File: src/rtl/store_drain_unit_pkg.sv
// Shared memory-system package.
// Holds the store data queue entry type consumed by the store drain unit,
// the drain FSM state type and the default drain unit configuration.
// The optional response watchdog is enabled by defining SDU_TIMEOUT_EN.
package store_drain_unit_pkg;

    // Committed store as presented by the store data queue.
    typedef struct packed {
        logic [31:0] addr;
        logic [31:0] store_data;
    } sdq_entry_t;

    // Drain FSM states.
    typedef enum logic [1:0] {
        IDLE     = 2'd0,
        REQ      = 2'd1,
        WAIT_RSP = 2'd2
    } sdu_state_t;

    localparam int unsigned SDU_DEPTH_DEFAULT          = 4;
    localparam int unsigned SDU_TIMEOUT_CYCLES_DEFAULT = 64;

    // A word write whose byte offset is non-zero is flagged as misaligned.
    function automatic logic sdu_misaligned(input logic [1:0] byte_off);
        return byte_off != 2'b00;
    endfunction

endpackage

File: src/rtl/sdu_fifo.sv
// Drain FIFO for the store drain unit.
// Ports:
//   clk_i, rst_i   clock, synchronous active-low reset
//   push_i/data_i  write data_i to the tail (ignored when full)
//   pop_i          drop the head entry (ignored when empty)
//   head_o         entry at the head
//   count_o        registered occupancy
//   full_o/empty_o occupancy flags
// Pointers carry one extra wrap bit so full and empty are distinguishable.
module sdu_fifo
    import store_drain_unit_pkg::*;
#(
    parameter int unsigned DEPTH = SDU_DEPTH_DEFAULT
) (
    input  logic                       clk_i,
    input  logic                       rst_i,
    input  logic                       push_i,
    input  sdq_entry_t                 data_i,
    input  logic                       pop_i,
    output sdq_entry_t                 head_o,
    output logic [$clog2(DEPTH):0]     count_o,
    output logic                       full_o,
    output logic                       empty_o
);

    localparam int unsigned AW = $clog2(DEPTH);

    sdq_entry_t      r_mem [DEPTH];
    logic [AW:0]     r_wr_ptr;
    logic [AW:0]     r_rd_ptr;
    logic            w_do_push;
    logic            w_do_pop;

    assign empty_o   = (r_wr_ptr == r_rd_ptr);
    assign full_o    = (r_wr_ptr[AW] != r_rd_ptr[AW]) &&
                       (r_wr_ptr[AW-1:0] == r_rd_ptr[AW-1:0]);
    assign count_o   = r_wr_ptr - r_rd_ptr;
    assign head_o    = r_mem[r_rd_ptr[AW-1:0]];
    assign w_do_push = push_i && !full_o;
    assign w_do_pop  = pop_i && !empty_o;

    always_ff @(posedge clk_i) begin
        if (!rst_i) begin
            r_wr_ptr <= '0;
            r_rd_ptr <= '0;
        end else begin
            if (w_do_push) begin
                r_wr_ptr <= r_wr_ptr + 1'b1;
            end
            if (w_do_pop) begin
                r_rd_ptr <= r_rd_ptr + 1'b1;
            end
        end
    end

    // Storage carries no reset; validity is tracked by the pointers.
    always_ff @(posedge clk_i) begin
        if (w_do_push) begin
            r_mem[r_wr_ptr[AW-1:0]] <= data_i;
        end
    end

endmodule

File: src/rtl/store_drain_unit.sv
// Store drain unit: buffers committed stores from the store data queue and
// writes them to memory one at a time, strictly in arrival order.
// Ports:
//   clk_i, rst_i              clock, synchronous active-low reset
//   issue_vld_i/issue_entry_i store delivered by the store data queue
//   issue_en_o                permission for the queue to issue next cycle
//   mem_req_o/addr/wdata      memory write request, held through REQ
//   mem_gnt_i                 request accepted
//   mem_rsp_vld_i/mem_err_i   write completion and its error flag
//   busy_o                    entries buffered or a write in flight
//   err_o                     sticky: bus error, overflow, misalign, timeout
// Define SDU_TIMEOUT_EN to add a response watchdog of SDU_TIMEOUT_CYCLES.
module store_drain_unit
    import store_drain_unit_pkg::*;
#(
    parameter int unsigned SDU_DEPTH          = SDU_DEPTH_DEFAULT,
    parameter int unsigned SDU_TIMEOUT_CYCLES = SDU_TIMEOUT_CYCLES_DEFAULT
) (
    input  logic        clk_i,
    input  logic        rst_i,
    input  logic        issue_vld_i,
    input  sdq_entry_t  issue_entry_i,
    output logic        issue_en_o,
    output logic        mem_req_o,
    output logic [31:0] mem_addr_o,
    output logic [31:0] mem_wdata_o,
    input  logic        mem_gnt_i,
    input  logic        mem_rsp_vld_i,
    input  logic        mem_err_i,
    output logic        busy_o,
    output logic        err_o
);

    localparam int unsigned CW = $clog2(SDU_DEPTH) + 1;

    if ((SDU_DEPTH < 2) || ((SDU_DEPTH & (SDU_DEPTH - 1)) != 0) ||
        (SDU_TIMEOUT_CYCLES < 1)) begin : g_bad_param
        $error("store_drain_unit: invalid SDU_DEPTH or SDU_TIMEOUT_CYCLES");
    end

    sdu_state_t      r_state;
    sdu_state_t      w_state_nxt;
    logic            r_err;
    logic            w_err_set;
    logic            w_pop;
    logic            w_timeout;
    logic            w_full;
    logic            w_empty;
    logic [CW-1:0]   w_count;
    sdq_entry_t      w_head;
    logic            w_in_req;

    sdu_fifo #(
        .DEPTH (SDU_DEPTH)
    ) u_fifo (
        .clk_i   (clk_i),
        .rst_i   (rst_i),
        .push_i  (issue_vld_i),
        .data_i  (issue_entry_i),
        .pop_i   (w_pop),
        .head_o  (w_head),
        .count_o (w_count),
        .full_o  (w_full),
        .empty_o (w_empty)
    );

`ifdef SDU_TIMEOUT_EN
    localparam int unsigned WDW = $clog2(SDU_TIMEOUT_CYCLES + 1);

    logic [WDW-1:0] r_wdog;

    // Counts cycles spent in WAIT_RSP; restarts whenever the state is left.
    always_ff @(posedge clk_i) begin
        if (!rst_i || (r_state != WAIT_RSP) || (w_state_nxt != WAIT_RSP)) begin
            r_wdog <= '0;
        end else begin
            r_wdog <= r_wdog + 1'b1;
        end
    end

    assign w_timeout = (r_state == WAIT_RSP) &&
                       (r_wdog == WDW'(SDU_TIMEOUT_CYCLES - 1));
`else
    assign w_timeout = 1'b0;
`endif

    always_ff @(posedge clk_i) begin
        if (!rst_i) begin
            r_state <= IDLE;
            r_err   <= 1'b0;
        end else begin
            r_state <= w_state_nxt;
            if (w_err_set) begin
                r_err <= 1'b1;
            end
        end
    end

    always_comb begin
        w_state_nxt = r_state;
        w_pop       = 1'b0;
        // A store arriving while full is dropped by the FIFO.
        w_err_set   = issue_vld_i && w_full;
        case (r_state)
            IDLE: begin
                if (!w_empty) begin
                    w_state_nxt = REQ;
                end
            end
            REQ: begin
                if (mem_gnt_i) begin
                    w_state_nxt = WAIT_RSP;
                    if (sdu_misaligned(w_head.addr[1:0])) begin
                        w_err_set = 1'b1;
                    end
                end
            end
            WAIT_RSP: begin
                if (mem_rsp_vld_i) begin
                    w_pop       = 1'b1;
                    w_state_nxt = IDLE;
                    if (mem_err_i) begin
                        w_err_set = 1'b1;
                    end
                end else if (w_timeout) begin
                    w_pop       = 1'b1;
                    w_err_set   = 1'b1;
                    w_state_nxt = IDLE;
                end
            end
            default: begin
                w_state_nxt = IDLE;
            end
        endcase
    end

    // Outputs are qualified with rst_i so they read zero throughout reset,
    // including the cycles before the first reset edge.
    assign w_in_req    = rst_i && (r_state == REQ);
    assign mem_req_o   = w_in_req;
    assign mem_addr_o  = w_in_req ? {w_head.addr[31:2], 2'b00} : '0;
    assign mem_wdata_o = w_in_req ? w_head.store_data : '0;
    assign issue_en_o  = rst_i && (w_count <= CW'(SDU_DEPTH - 2));
    assign busy_o      = rst_i && (!w_empty || (r_state != IDLE));
    assign err_o       = rst_i && r_err;

endmodule
File: config.mk
export PLATFORM = sky130hd
export DESIGN_NAME = store_drain_unit
export DESIGN_NICKNAME = d
export VERILOG_FILES = /design/src/rtl/store_drain_unit_pkg.sv /design/src/rtl/sdu_fifo.sv /design/src/rtl/store_drain_unit.sv
export SDC_FILE = /design/constraint.sdc
export NUM_CORES = 1
export LEC_CHECK = 0
export CAP_MARGIN = 40
export CORE_ASPECT_RATIO = 0.6
export CORE_MARGIN = 4
export CORE_UTILIZATION = 40
export DETAILED_ROUTE_END_ITERATION = 16
export PLACE_DENSITY = 0.59
export SLEW_MARGIN = 15
export SYNTH_ARGS = -nofsm -noshare
export SYNTH_HDL_FRONTEND = slang
export SYNTH_SLANG_ARGS = --single-unit
File: constraint.sdc
create_clock -name clk_i -period 3.38 [get_ports clk_i]
set_input_delay 0.338 -clock clk_i [delete_from_list [all_inputs] [get_ports clk_i]]
set_output_delay 0.338 -clock clk_i [all_outputs]
set_load 0.01 [all_outputs]
==> impl_metrics.py <==
metrics = {
    "status": {
        "status": "finished clean",
    },
    "drt": {
        "first_pass_iters": 4,
        "routed_wl_mm": 20.34,
        "drt_iter0_markers": 270,
        "vias": 5014,
        "antenna_left": 0,
        "drc": 0,
        "wl_per_cell_um": 20.18,
        "vias_per_cell": 4.974,
    },
    "grt": {
        "grt_max_degree": 51,
        "grt_pass1_vias": 5400,
        "grt_pass1_wl_mm": 31.60,
        "antenna_found_initial": 1,
        "gr-total-overflow": 0,
        "track_usage_pct": 14.11,
    },
    "placed_design": {
        "dp.cells": 963,
        "port-buffer-count": 135,
        "gp_congestion": 0.7302,
        "dp_hpwl_mm": 12.53,
    },
    "yosys": {
        "ys_seq_area_share_pct": 76.14,
        "ys_top_cells_by_area": "edfxtp_1 74%, mux4_2 13%, and2_1 4.2%",
        "ys_warn_count": 0,
        "yosys.area.top_type_share_pct": 74.02,
        "synth_cell_type_count": 38,
        "syn_inst": 488,
        "synth_top_area_cell": "edfxtp_1",
        "syn_area_um2": 10380,
        "synth-seq-cells": 267,
        "synth_area_per_cell_um2": 21.28,
    },
    "worst_setup_path": {
        "setup.worst_path.class": "reg -> out",
        "end_kind": "primary output",
        "critical_path_required_ns": 3.04,
        "crit_fanout": 19,
        "ff2ff_setup_slack_ns": 0.93,
        "arrival_ns": 2.66,
        "start_kind": "register",
    },
    "sta": {
        "worst_slew_pin_slew_ns": 0.5790,
        "fin_crit_sh_pct": 88.68,
        "tns_ns": 0,
        "fmax_ghz": 0.3336,
        "whs_ns": 0.4595,
        "grt_setup_unrepaired": "no",
        "finClkSkew_ns": 0.01091,
        "hold_viol": 0,
        "finalSetupViolCount": 0,
        "slew_violations": 0,
        "slew_headroom_pct": 61.40,
        "period_minus_slack_ns": 2.997,
    },
    "final_layout": {
        "ff_latch_area_um2": 7915,
        "area_delta_synth_final_pct": 24.81,
        "drive_gt1_share_pct": 18.29,
        "fill_cells": 2076,
        "instances_no_fill": 1008,
        "finalNetCount": 719,
        "diodes": 0,
        "final_util_pct": 51.04,
        "multi_input_area_um2": 2303,
    },
    "run": {
        "cap_viol_max_count": 0,
    },
    "floorplanning": {
        "die_h_um": 132.8,
        "num_rows": 45,
        "core_area_um2": 25390,
        "die_x_um": 216.0,
        "initial_core_util_pct": 40.90,
        "num_io_pins": 138,
        "die_area_um2": 28690,
    },
    "cts": {
        "worstSkewPairLatency_ns": 0.51,
        "clockBufferDepth": 3,
        "clock-sinks": 267,
        "path_clk_slew_ns": 0.06,
        "cts_hold_buf": 0,
        "cts_root_buf": "clkbuf_16",
        "cts_buffers": 25,
        "cts_tree": "done",
        "post-cts-setup-buffers": 0,
        "htreeDepth": 1,
        "ctsResizeCount": 0,
    },
    "power": {
        "powerDensity_nw_per_um2": 567.9,
        "peakVddDrop_uv": 369.4,
        "p_leak_nw": 4.105,
        "total_power_mw": 7.361,
    },
    "min_path": {
        "hold_path_class": "in -> reg",
    },
}
==> registers in the layout, summed over array words and instances (netlist names), named ones only <==
| signal | flops |
|---|---|
| r_state | 2 |
| u_fifo.r_wr_ptr | 3 |
| u_fifo.r_mem | 256 |
| u_fifo.r_rd_ptr | 3 |
| r_err | 1 |
==> logic make-up after synthesis <==
logic type	Yosys count	share of synthesized area (%)
AO/OA/AOI/OAI	15	1.145
AND/OR/NAND/NOR	92	5.313
buffers and inverters	33	1.819
adder cells (fa/ha/maj)	11	1.398
flip-flops	267	76.14
other	1	0.03611
multiplexers	65	13.73
XOR/XNOR	4	0.4097
==> path summary, 6_finish.rpt <==
kind,from,depth (start not counted),end
max,register,4,mem_addr_o[23]
min,issue_entry_i[60],1,u_fifo.r_mem[2][60]$_DFFE_PP_
max reg2reg,u_fifo.r_wr_ptr[0]$_SDFFE_PN0N_,6,u_fifo.r_mem[3][24]$_DFFE_PP_
min reg2reg,u_fifo.r_wr_ptr[2]$_SDFFE_PN0N_,2,u_fifo.r_wr_ptr[2]$_SDFFE_PN0N_
==> layout make-up <==
class / count / area share [%]
Sequential cell: 267 / 61.07
Clock inverter: 13 / 0.7337
Inverter: 9 / 0.2606
Clock buffer: 32 / 5.029
Multi-Input combinational cell: 189 / 17.77
Tap cell: 352 / 3.398
Timing Repair Buffer: 146 / 11.74
==> power by group <==
part | switching, mW | internal (mW)
sequential | 0.0460 | 3.80
combinational | 0.447 | 0.493
clock | 1.13 | 1.44
==> per-layer routing <==
metal	global-route usage (%)	vias up	part of all wire [%]	wire length, um
met5	0	-	0.064	13
met4	2.416	2	1.5	315
met3	3.557	26	5.5	1115
met2	22.52	111	47	9467
met1	20.22	2618	46	9426
li1	-	2257	-	-
==> through the flow <==
stage / worst slack, ns / cell area (um2)
floorplan: 0.3232 / 10390
global placement: 0.6539 / 12210
detailed placement: 0.5787 / 12210
CTS: 0.2768 / 12960
global route: 0.1744 / 12960
finish: 0.3827 / 12960
==> Yosys cell counts <==
library cell  instances
a21oi_1               3
nor4_1                1
edfxtp_1            256
nor3_1                2
nor2_1                6
clkbuf_1              6
a31oi_1               1
buf_4                 2
o211ai_1              1
nor3b_1               1
o21a_1                1
o32ai_1               1
nand2_1               6
clkinv_1              1
conb_1                1
mux2i_1               3
nand4b_1              1
nor3b_2               1
dfxtp_1              11
inv_1                 8
a311oi_2              1
ha_1                 10
buf_2                10
buf_6                 6
and2_1               69
xnor2_2               1
nand2b_1              1
o21ai_1               1
fa_1                  1
mux4_2               62
o31ai_1               3
a2111oi_2             1
nand3_1               1
o21bai_1              1
a31o_2                1
xor2_1                1
nor2b_1               3
xnor2_1               2
==> placed cells by master, fill, tap and decap left out, types with 2 or more instances in the layout <==
cell type,n
edfxtp_1,256
inv_1,8
ha_1,10
clkinv_1,4
nand2_1,6
clkbuf_1,7
dfxtp_4,2
clkbuf_16,25
mux4_2,62
dfxtp_1,9
clkdlybuf4s50_1,135
nor2_1,6
nor2b_1,3
mux2i_1,3
a21oi_1,3
buf_12,7
and2_4,4
nor3_1,2
conb_1,2
o31ai_1,3
and2_1,64
clkinv_2,7
buf_4,4
xnor2_1,2
==> critical path: stages (launching register included) <==
cell	delay, ns
dfxtp_4	0.62
buf_4	0.32
mux4_2	0.54
and2_1	0.19
clkdlybuf4s50_1	0.47
Power figures use the tool's default switching activity.
